==> src/rtl/inst_fetch_ctrl_pkg.sv <==
// Shared definitions for the instruction fetch controller: FSM encoding,
// instruction size, default memory size and latency-counter width.
package inst_fetch_ctrl_pkg;

    typedef enum logic [2:0] {
        S_IDLE,
        S_REQ,
        S_WAIT,
        S_ISSUE,
        S_HALT,
        S_ERR
    } state_t;

    localparam int unsigned INST_BYTES         = 4;
    localparam int unsigned DEFAULT_IMEM_BYTES = 4096;
    localparam int unsigned LAT_CNT_W          = 3;

endpackage

==> src/rtl/inst_fetch_ctrl_next_pc_gen.sv <==
// Next-PC selection (sequential or branch) with wrap-around increment and
// legality check against instruction alignment and memory size.
module next_pc_gen
    import inst_fetch_ctrl_pkg::*;
#(
    parameter int unsigned ADDR_WIDTH = 32,
    parameter int unsigned IMEM_BYTES = DEFAULT_IMEM_BYTES
) (
    input  logic [ADDR_WIDTH-1:0] pc,
    input  logic                  branch_sel,
    input  logic [ADDR_WIDTH-1:0] branch_target,
    output logic [ADDR_WIDTH-1:0] next_pc,
    output logic                  illegal
);

    localparam logic [ADDR_WIDTH-1:0] MAX_PC = ADDR_WIDTH'(IMEM_BYTES - INST_BYTES);

    logic [ADDR_WIDTH-1:0] seq_pc;

    // Carry out of the increment is dropped; a wrapped PC is judged by the same rule.
    assign seq_pc  = pc + ADDR_WIDTH'(INST_BYTES);
    assign next_pc = branch_sel ? branch_target : seq_pc;
    assign illegal = (next_pc[1:0] != 2'b00) || (next_pc > MAX_PC);

endmodule

==> src/rtl/inst_fetch_ctrl.sv <==
// Fetch controller upstream of the PC register: request, wait fixed latency,
// hold the instruction for execute, then update the PC or stop on halt/error.
module inst_fetch_ctrl
    import inst_fetch_ctrl_pkg::*;
#(
    parameter int unsigned ADDR_WIDTH = 32,
    parameter int unsigned DATA_WIDTH = 32,
    parameter int unsigned IMEM_LAT   = 1,
    parameter int unsigned IMEM_BYTES = DEFAULT_IMEM_BYTES
) (
    input  logic                  i_clk,
    input  logic                  i_rst_n,
    input  logic [ADDR_WIDTH-1:0] i_pc,
    output logic                  o_pc_en,
    output logic [ADDR_WIDTH-1:0] o_next_pc,
    output logic                  o_imem_req,
    output logic [ADDR_WIDTH-1:0] o_imem_addr,
    input  logic [DATA_WIDTH-1:0] i_imem_rdata,
    output logic [DATA_WIDTH-1:0] o_inst,
    output logic                  o_inst_valid,
    input  logic                  i_exec_done,
    input  logic                  i_branch_taken,
    input  logic [ADDR_WIDTH-1:0] i_branch_target,
    input  logic                  i_halt,
    output logic                  o_halted,
    output logic                  o_addr_err
);

    state_t                 state;
    state_t                 state_nx;
    logic [LAT_CNT_W-1:0]   lat_cnt;
    logic [DATA_WIDTH-1:0]  inst_q;
    logic                   accept;
    logic                   npc_illegal;

    assign accept      = (state == S_ISSUE) && i_exec_done;
    assign o_imem_addr = i_pc;
    assign o_inst      = inst_q;

    // Branch inputs only matter in the accepting cycle; otherwise this is pc+4.
    next_pc_gen #(
        .ADDR_WIDTH (ADDR_WIDTH),
        .IMEM_BYTES (IMEM_BYTES)
    ) u_next_pc_gen (
        .pc            (i_pc),
        .branch_sel    (accept && i_branch_taken),
        .branch_target (i_branch_target),
        .next_pc       (o_next_pc),
        .illegal       (npc_illegal)
    );

    always_ff @(posedge i_clk or negedge i_rst_n) begin
        if (!i_rst_n) begin
            state   <= S_IDLE;
            lat_cnt <= '0;
            inst_q  <= '0;
        end else begin
            state <= state_nx;
            if (state == S_REQ) begin
                lat_cnt <= LAT_CNT_W'(IMEM_LAT - 1);
            end else if (state == S_WAIT) begin
                if (lat_cnt == '0) begin
                    inst_q <= i_imem_rdata;
                end else begin
                    lat_cnt <= lat_cnt - LAT_CNT_W'(1);
                end
            end
        end
    end

    always_comb begin
        state_nx     = state;
        o_pc_en      = 1'b0;
        o_imem_req   = 1'b0;
        o_inst_valid = 1'b0;
        o_halted     = 1'b0;
        o_addr_err   = 1'b0;
        case (state)
            S_IDLE: state_nx = S_REQ;
            S_REQ: begin
                o_imem_req = 1'b1;
                state_nx   = S_WAIT;
            end
            S_WAIT: begin
                if (lat_cnt == '0) begin
                    state_nx = S_ISSUE;
                end
            end
            S_ISSUE: begin
                o_inst_valid = 1'b1;
                if (i_exec_done) begin
                    if (i_halt) begin
                        state_nx = S_HALT;
                    end else if (npc_illegal) begin
                        state_nx = S_ERR;
                    end else begin
                        o_pc_en  = 1'b1;
                        state_nx = S_REQ;
                    end
                end
            end
            S_HALT:  o_halted   = 1'b1;
            S_ERR:   o_addr_err = 1'b1;
            default: state_nx = S_IDLE;
        endcase
    end

endmodule

==> config.mk <==
export PLATFORM = sky130hd
export DESIGN_NAME = inst_fetch_ctrl
export DESIGN_NICKNAME = d
export VERILOG_FILES = /design/src/rtl/inst_fetch_ctrl_pkg.sv /design/src/rtl/inst_fetch_ctrl_next_pc_gen.sv /design/src/rtl/inst_fetch_ctrl.sv
export SDC_FILE = /design/constraint.sdc
export NUM_CORES = 1
export LEC_CHECK = 0
export CAP_MARGIN = 20
export CORE_AREA = 2 2 90 92
export DETAILED_ROUTE_END_ITERATION = 12
export DIE_AREA = 0 0 92 94
export GPL_ROUTABILITY_DRIVEN = 1
export HOLD_SLACK_MARGIN = 0.06
export PLACE_DENSITY = 0.85
export SLEW_MARGIN = 40
export SYNTH_ARGS = -nofsm -noshare
export SYNTH_HDL_FRONTEND = slang
export SYNTH_HIERARCHICAL = 1
export SYNTH_SLANG_ARGS = --single-unit
export TNS_END_PERCENT = 30
==> constraint.sdc <==
create_clock -name i_clk -period 4.35 [get_ports i_clk]
set_input_delay 0.435 -clock i_clk [delete_from_list [all_inputs] [get_ports i_clk]]
set_output_delay 0.435 -clock i_clk [all_outputs]
set_load 0.01 [all_outputs]
-- Word level (Yosys, flattened, before mapping)
Index checks and enable logic that the tools add are counted.
- register bits: 38
- input port bits: 101
- output and inout port bits: 101
- word-level logic and storage cells: 44
- add/sub/neg operators: 2
- order comparisons: 1
- equal/unequal tests: 8
- muxes and demuxes: 17
- bitwise logic cells: 2
- reductions and logical operators: 11
- operators by type and width (operator ; count):
    $add 32x3->32 const B ; 1
    $gt 32x12->1 const B ; 1
    $mux 32 ; 1
    $mux 3 ; 7
    $pmux 3 s5 ; 1
    $mux 1 ; 8
    $eq 3x2->1 const B ; 2
    $eq 3x3->1 const B ; 2
    $logic_not 3->1 ; 2
    $reduce_and 3->1 ; 2
    $ne 2x2->1 const B ; 2
    $reduce_bool 2->1 ; 2
    $eq 3x1->1 const B ; 1
    $sub 3x1->3 const B ; 1
    $logic_and 1x1->1 ; 2
    $ne 2x1->1 const B ; 1
    $not 1->1 ; 2
    $reduce_and 2->1 ; 1
    $reduce_or 2->1 ; 1
    $logic_or 1x1->1 ; 1

-- Logic depth before layout (Yosys ltp)
- depth after elaboration: 10
- mapped depth: 12
- mapped depth without buffers: 11

-- Modules after synthesis
Netlist, hierarchy kept.
- by module, submodules not included (module ; times used ; cells each ; area each (um^2) ; sequential area each (um^2)):
    inst_fetch_ctrl ; 1 ; 142 ; 1828.0 ; 950.9
    next_pc_gen ; 1 ; 160 ; 1009.7 ; 0.0

-- Least setup slack after synthesis
OpenSTA, ideal clock, no wires.
- kind: register to output
- start: register state[2]
- end: output port o_pc_en
- arrival time: 2509 ps
- required time: 3915 ps
- setup slack: 1406 ps
- cell stages (with the launch flop): 12
- buffers on the path: 3
- path through: dfrtp_1 > inv_1 > and3_1 > and3_1 > clkbuf_1 > clkbuf_1 > clkbuf_1 > o2111ai_1 > nor4_1 > nand4_1 > nor2_1 > and3_1
- word-level cells in the longest chain between the ends: 10
- elaborated cells on any way between the ends: 11
- classes of those cells: order compare: 1; eq/ne: 1; mux: 5; reduce/logical: 4
- RTL lines (what ; line ; source):
    start: declaration ; inst_fetch_ctrl.sv:29 ; state_t state;
    start signal: assignment ; inst_fetch_ctrl.sv:58 ; state <= state_nx;
    $eq 3x2->1 (*) ; inst_fetch_ctrl.sv:36 ; assign accept = (state == S_ISSUE) && i_exec_done;
    $logic_and 1x1->1 (*) ; inst_fetch_ctrl.sv:36 ;
    $logic_and 1x1->1 (*) ; inst_fetch_ctrl.sv:46 ; .branch_sel (accept && i_branch_taken),
    $mux 32 (*) ; inst_fetch_ctrl_next_pc_gen.sv:22 ; assign next_pc = branch_sel ? branch_target : seq_pc;
    $gt 32x12->1 / $reduce_bool 2->1 (equally long branches) ; inst_fetch_ctrl_next_pc_gen.sv:23 ; assign illegal = (next_pc[1:0] != 2'b00) || (next_pc > MAX_PC);
    $logic_or 1x1->1 (*) ; inst_fetch_ctrl_next_pc_gen.sv:23 ;
    named net npc_illegal ; inst_fetch_ctrl.sv:34 ; logic npc_illegal;
    $mux 1 (*) ; inst_fetch_ctrl.sv:94 ; end else if (npc_illegal) begin
    $mux 1 (*) ; inst_fetch_ctrl.sv:92 ; if (i_halt) begin
    $mux 1 (*) ; inst_fetch_ctrl.sv:91 ; if (i_exec_done) begin
    $mux 1 (*) ; inst_fetch_ctrl.sv:78 ; case (state)
    end: declaration ; inst_fetch_ctrl.sv:14 ; output logic o_pc_en,
The timed path passes the listed nets; every way through them passes the cells marked *.

-- Final worst setup path
- start: input port i_pc[5]
- end: output port o_pc_en
- word-level cells in the longest chain between the ends: 8
- RTL lines (what ; line ; source):
    start: declaration ; inst_fetch_ctrl.sv:13 ; input logic [ADDR_WIDTH-1:0] i_pc,
    $add 32x3->32 ; inst_fetch_ctrl_next_pc_gen.sv:21 ; assign seq_pc = pc + ADDR_WIDTH'(INST_BYTES);
    $mux 32 ; inst_fetch_ctrl_next_pc_gen.sv:22 ;
    $gt 32x12->1 ; inst_fetch_ctrl_next_pc_gen.sv:23 ;
    $logic_or 1x1->1 ; inst_fetch_ctrl_next_pc_gen.sv:23 ;
    named net npc_illegal ; inst_fetch_ctrl.sv:34 ;
    $mux 1 ; inst_fetch_ctrl.sv:94 ;
    $mux 1 ; inst_fetch_ctrl.sv:92 ;
    $mux 1 ; inst_fetch_ctrl.sv:91 ;
    $mux 1 ; inst_fetch_ctrl.sv:78 ;
The timed path passes the listed nets, and every way through them passes these cells.

==> results_dict.tcl <==
set metrics [dict create \
    die_x_um 92 \
    setup_tns_ns 0 \
    drive_above_1_share_pct 13.7 \
    finalPower_mw 0.957 \
    num_rows 32 \
    seq_area_frac_synth_pct 33.5 \
    min_period_over_period_pct 94.4 \
    drc 0 \
    yosysTopAreaCell "dfrtp_1" \
    clockBufferDepth 2 \
    synth_cells 302 \
    timing.fmax_ghz 0.244 \
    layout.nets 577 \
    first_pass_iters 4 \
    cts_tree "done" \
    die_h_um 94 \
    first_iter_violations 57 \
    ir_drop_mv 0.143 \
    cts_hold_buf 0 \
    core_sq_um 7610 \
    h-tree-depth 2 \
    synth_nets 406 \
    antenna_cells 0 \
    io_pins 202 \
    grtUsageMet1_pct 21.5 \
    port_buffers 201 \
    layoutNonFillerInstCount 576 \
    antenna_found_initial 0 \
    drt_wl_total_um 9110 \
    track_usage_pct 20.7 \
    cts_buffers 5 \
    vias 2895 \
    fillCellCount 607 \
    routed_via_density 5.03 \
    place_inst 566 \
    drtAntennaViolNets 0 \
    synth_edf_count 0 \
    clk_pin_slew_ns 0.07 \
    gp_congestion 0.887 \
    p_leak_nw 1.99 \
    path_max_fanout 7 \
    syn_area_per_cell_sq_um 9.40 \
    worstSetupPathType "primary input to output port" \
    yosys-top-cells-area "dfrtp_1 (34%), mux2_2 (13%), buf_4 (9.0%)" \
    multi_input_area_sq_um 1530 \
    grt_pass1_vias 2931 \
    cts.sinks 38 \
    cap_violations 0 \
    status "finished clean" \
    synth_cell_types 45 \
    clock_latency_ns 0.28 \
    die_area_sq_um 8650 \
    grt_use_met2_pct 40.4 \
    grt_pass1_wl_um 14100 \
    initial_core_util_pct 37.3 \
    maxSlewViolCount 0 \
    yosysWarnings 6 \
    relSlewSlack_pct 67.9 \
    grt_max_degree 58 \
    holdWs_ns 0.0991 \
    arrival_ns 3.67 \
    skew_ns 0.00563 \
    finalHoldViolations 0 \
    synth_ff_type "dfrtp_1" \
    use_met3_pct 4.98 \
    routedWlPerCell_um 15.8 \
    area_growth_pct 71.8 \
    ff_latch_area_sq_um 951 \
    period_needed_ns 4.11 \
    synth_top_area_share_pct 33.5 \
    tightest_slew_ns 0.477 \
    setup_viol 0 \
    synth-seq-cells 38 \
    clock-root-buffer "clkbuf_8" \
    dpl.hpwl_um 7550 \
    syn_area_sq_um 2840 \
    powerDensity_nw_per_um2 196 \
    overflow 0 \
    hold_class "primary input to asynchronous set/reset pin" \
    rsz0062_at_grt "false" \
    async_flop_share_pct 100 \
    cp.required_ns 3.91 \
    grt_busiest_layer "met2" \
    endpoint_kind "output port" \
    worst_setup_path_start_kind "primary input" \
]
==> final cells by class <==
class / count / area share (%)
Timing Repair Buffer: 208 / 42.5
Clock buffer: 6 / 1.69
Inverter: 13 / 1.00
Multi-Input combinational cell: 207 / 31.4
Sequential cell: 38 / 19.5
Clock inverter: 2 / 1.23
Tap cell: 102 / 2.62
==> repair_timing <==
| action | in CTS | in global routing |
|---|---|---|
| endpoints found under the hold margin | 0 | 0 |
| resized for setup | 0 | 2 |
| setup endpoints to repair | 0 | 1 |
| setup buffers | 0 | 2 |
==> registers in the layout (all words and copies together), names as in the netlist <==
| name | cells |
|---|---|
| o_inst | 32 |
| lat_cnt | 3 |
| state | 3 |
==> critical path: stages <==
cell and delay [ns]:
clkdlybuf4s50_1 0.61, nand4_4 0.21, nor4_4 0.52, nand2_1 0.12, xor2_1 0.15, o21ai_0 0.13, nor4_1 0.48, nand4_1 0.18
nor2_1 0.15, and3_1 0.17, clkdlybuf4s50_1 0.53
==> layout by cell type (no fill, tap or decap), drive strengths merged <==
cell,n
clkdlybuf4s50,200
nand2,41
dfrtp,38
mux2,36
o21ai,24
xor2,15
inv,13
nand4,13
nor2,11
xnor2,10
nand3,10
and3,8
buf,8
nor4,8
clkbuf,6
a22o,3
nor3,3
ha,3
nand2b,2
bufinv,2
and4,2
a211o,2
o2111ai,2
o22ai,2
o31ai,2
or3,1
nor2b,1
o22a,1
o211a,1
a31oi,1
o21a,1
and2,1
a21o,1
a311o,1
o211ai,1
==> cell families (layout without fill, tap and decap cells) <==
kind of cell               after synthesis  after routing  synth area share, %
AOI/OAI and AO/OA                       42             42                 9.79
xor gates and xnor gates                25             25                 7.72
adders and majority gates                3              3                 1.32
buffers and inverters                   57            229                 12.9
DFF                                     38             38                 33.5
muxes                                   36             36                 14.3
and+or+nand+nor                        101            101                 20.5
==> path summary, 6_finish.rpt <==
kind | endpoint | slack (ns) | cells after the start | from
worst max-delay path | o_pc_en | 0.24 | 11 | i_pc[5]
worst min register to register | o_inst[29] | 0.51 | 1 | o_inst[29]
worst max register to register | state[2] | 1.65 | 12 | state[2]
min in group i_clk | o_inst[29] | 0.51 | 1 | o_inst[29]
max in group asynchronous | o_inst[23] | 3.93 | 1 | i_rst_n
worst min-delay path | o_inst[10] | 0.1 | 1 | i_rst_n
==> stage by stage <==
| stage | instance area, sq um | setup WS (ns) | util, % |
|---|---|---|---|
| after floorplan | 2840 | 1.41 | - |
| after global placement | 4710 | 0.301 | 61.9 |
| after detailed placement | 4710 | 0.239 | 61.9 |
| after CTS | 4850 | 0.232 | 63.7 |
| after global routing | 4880 | 0.0666 | 64.1 |
| final | 4880 | 0.245 | 64.1 |
==> report_power, final <==
part	switching, mW	internal (mW)
sequential	0	0.353
clock	0.119	0.245
combinational	0.0907	0.150
==> synth_stat cells (3+ instances only) <==
master,instances
mux2_2,34
nor4_1,4
buf_4,34
and3_1,8
nand4_1,10
xor2_1,15
nand3_1,9
nand2_1,41
buf_6,3
nor2_1,11
xnor2_1,10
a22o_1,3
ha_1,3
clkbuf_1,6
dfrtp_1,38
inv_1,13
o21ai_0,22
==> routing by layer <==
metal / vias to the layer above / wire length, um
met1: 1337 / 3400
met4: 0 / 203
met2: 166 / 4680
met3: 16 / 821
li1: 1376 / -
met5: - / 0
No activity file was read; power rests on OpenSTA's default activity.
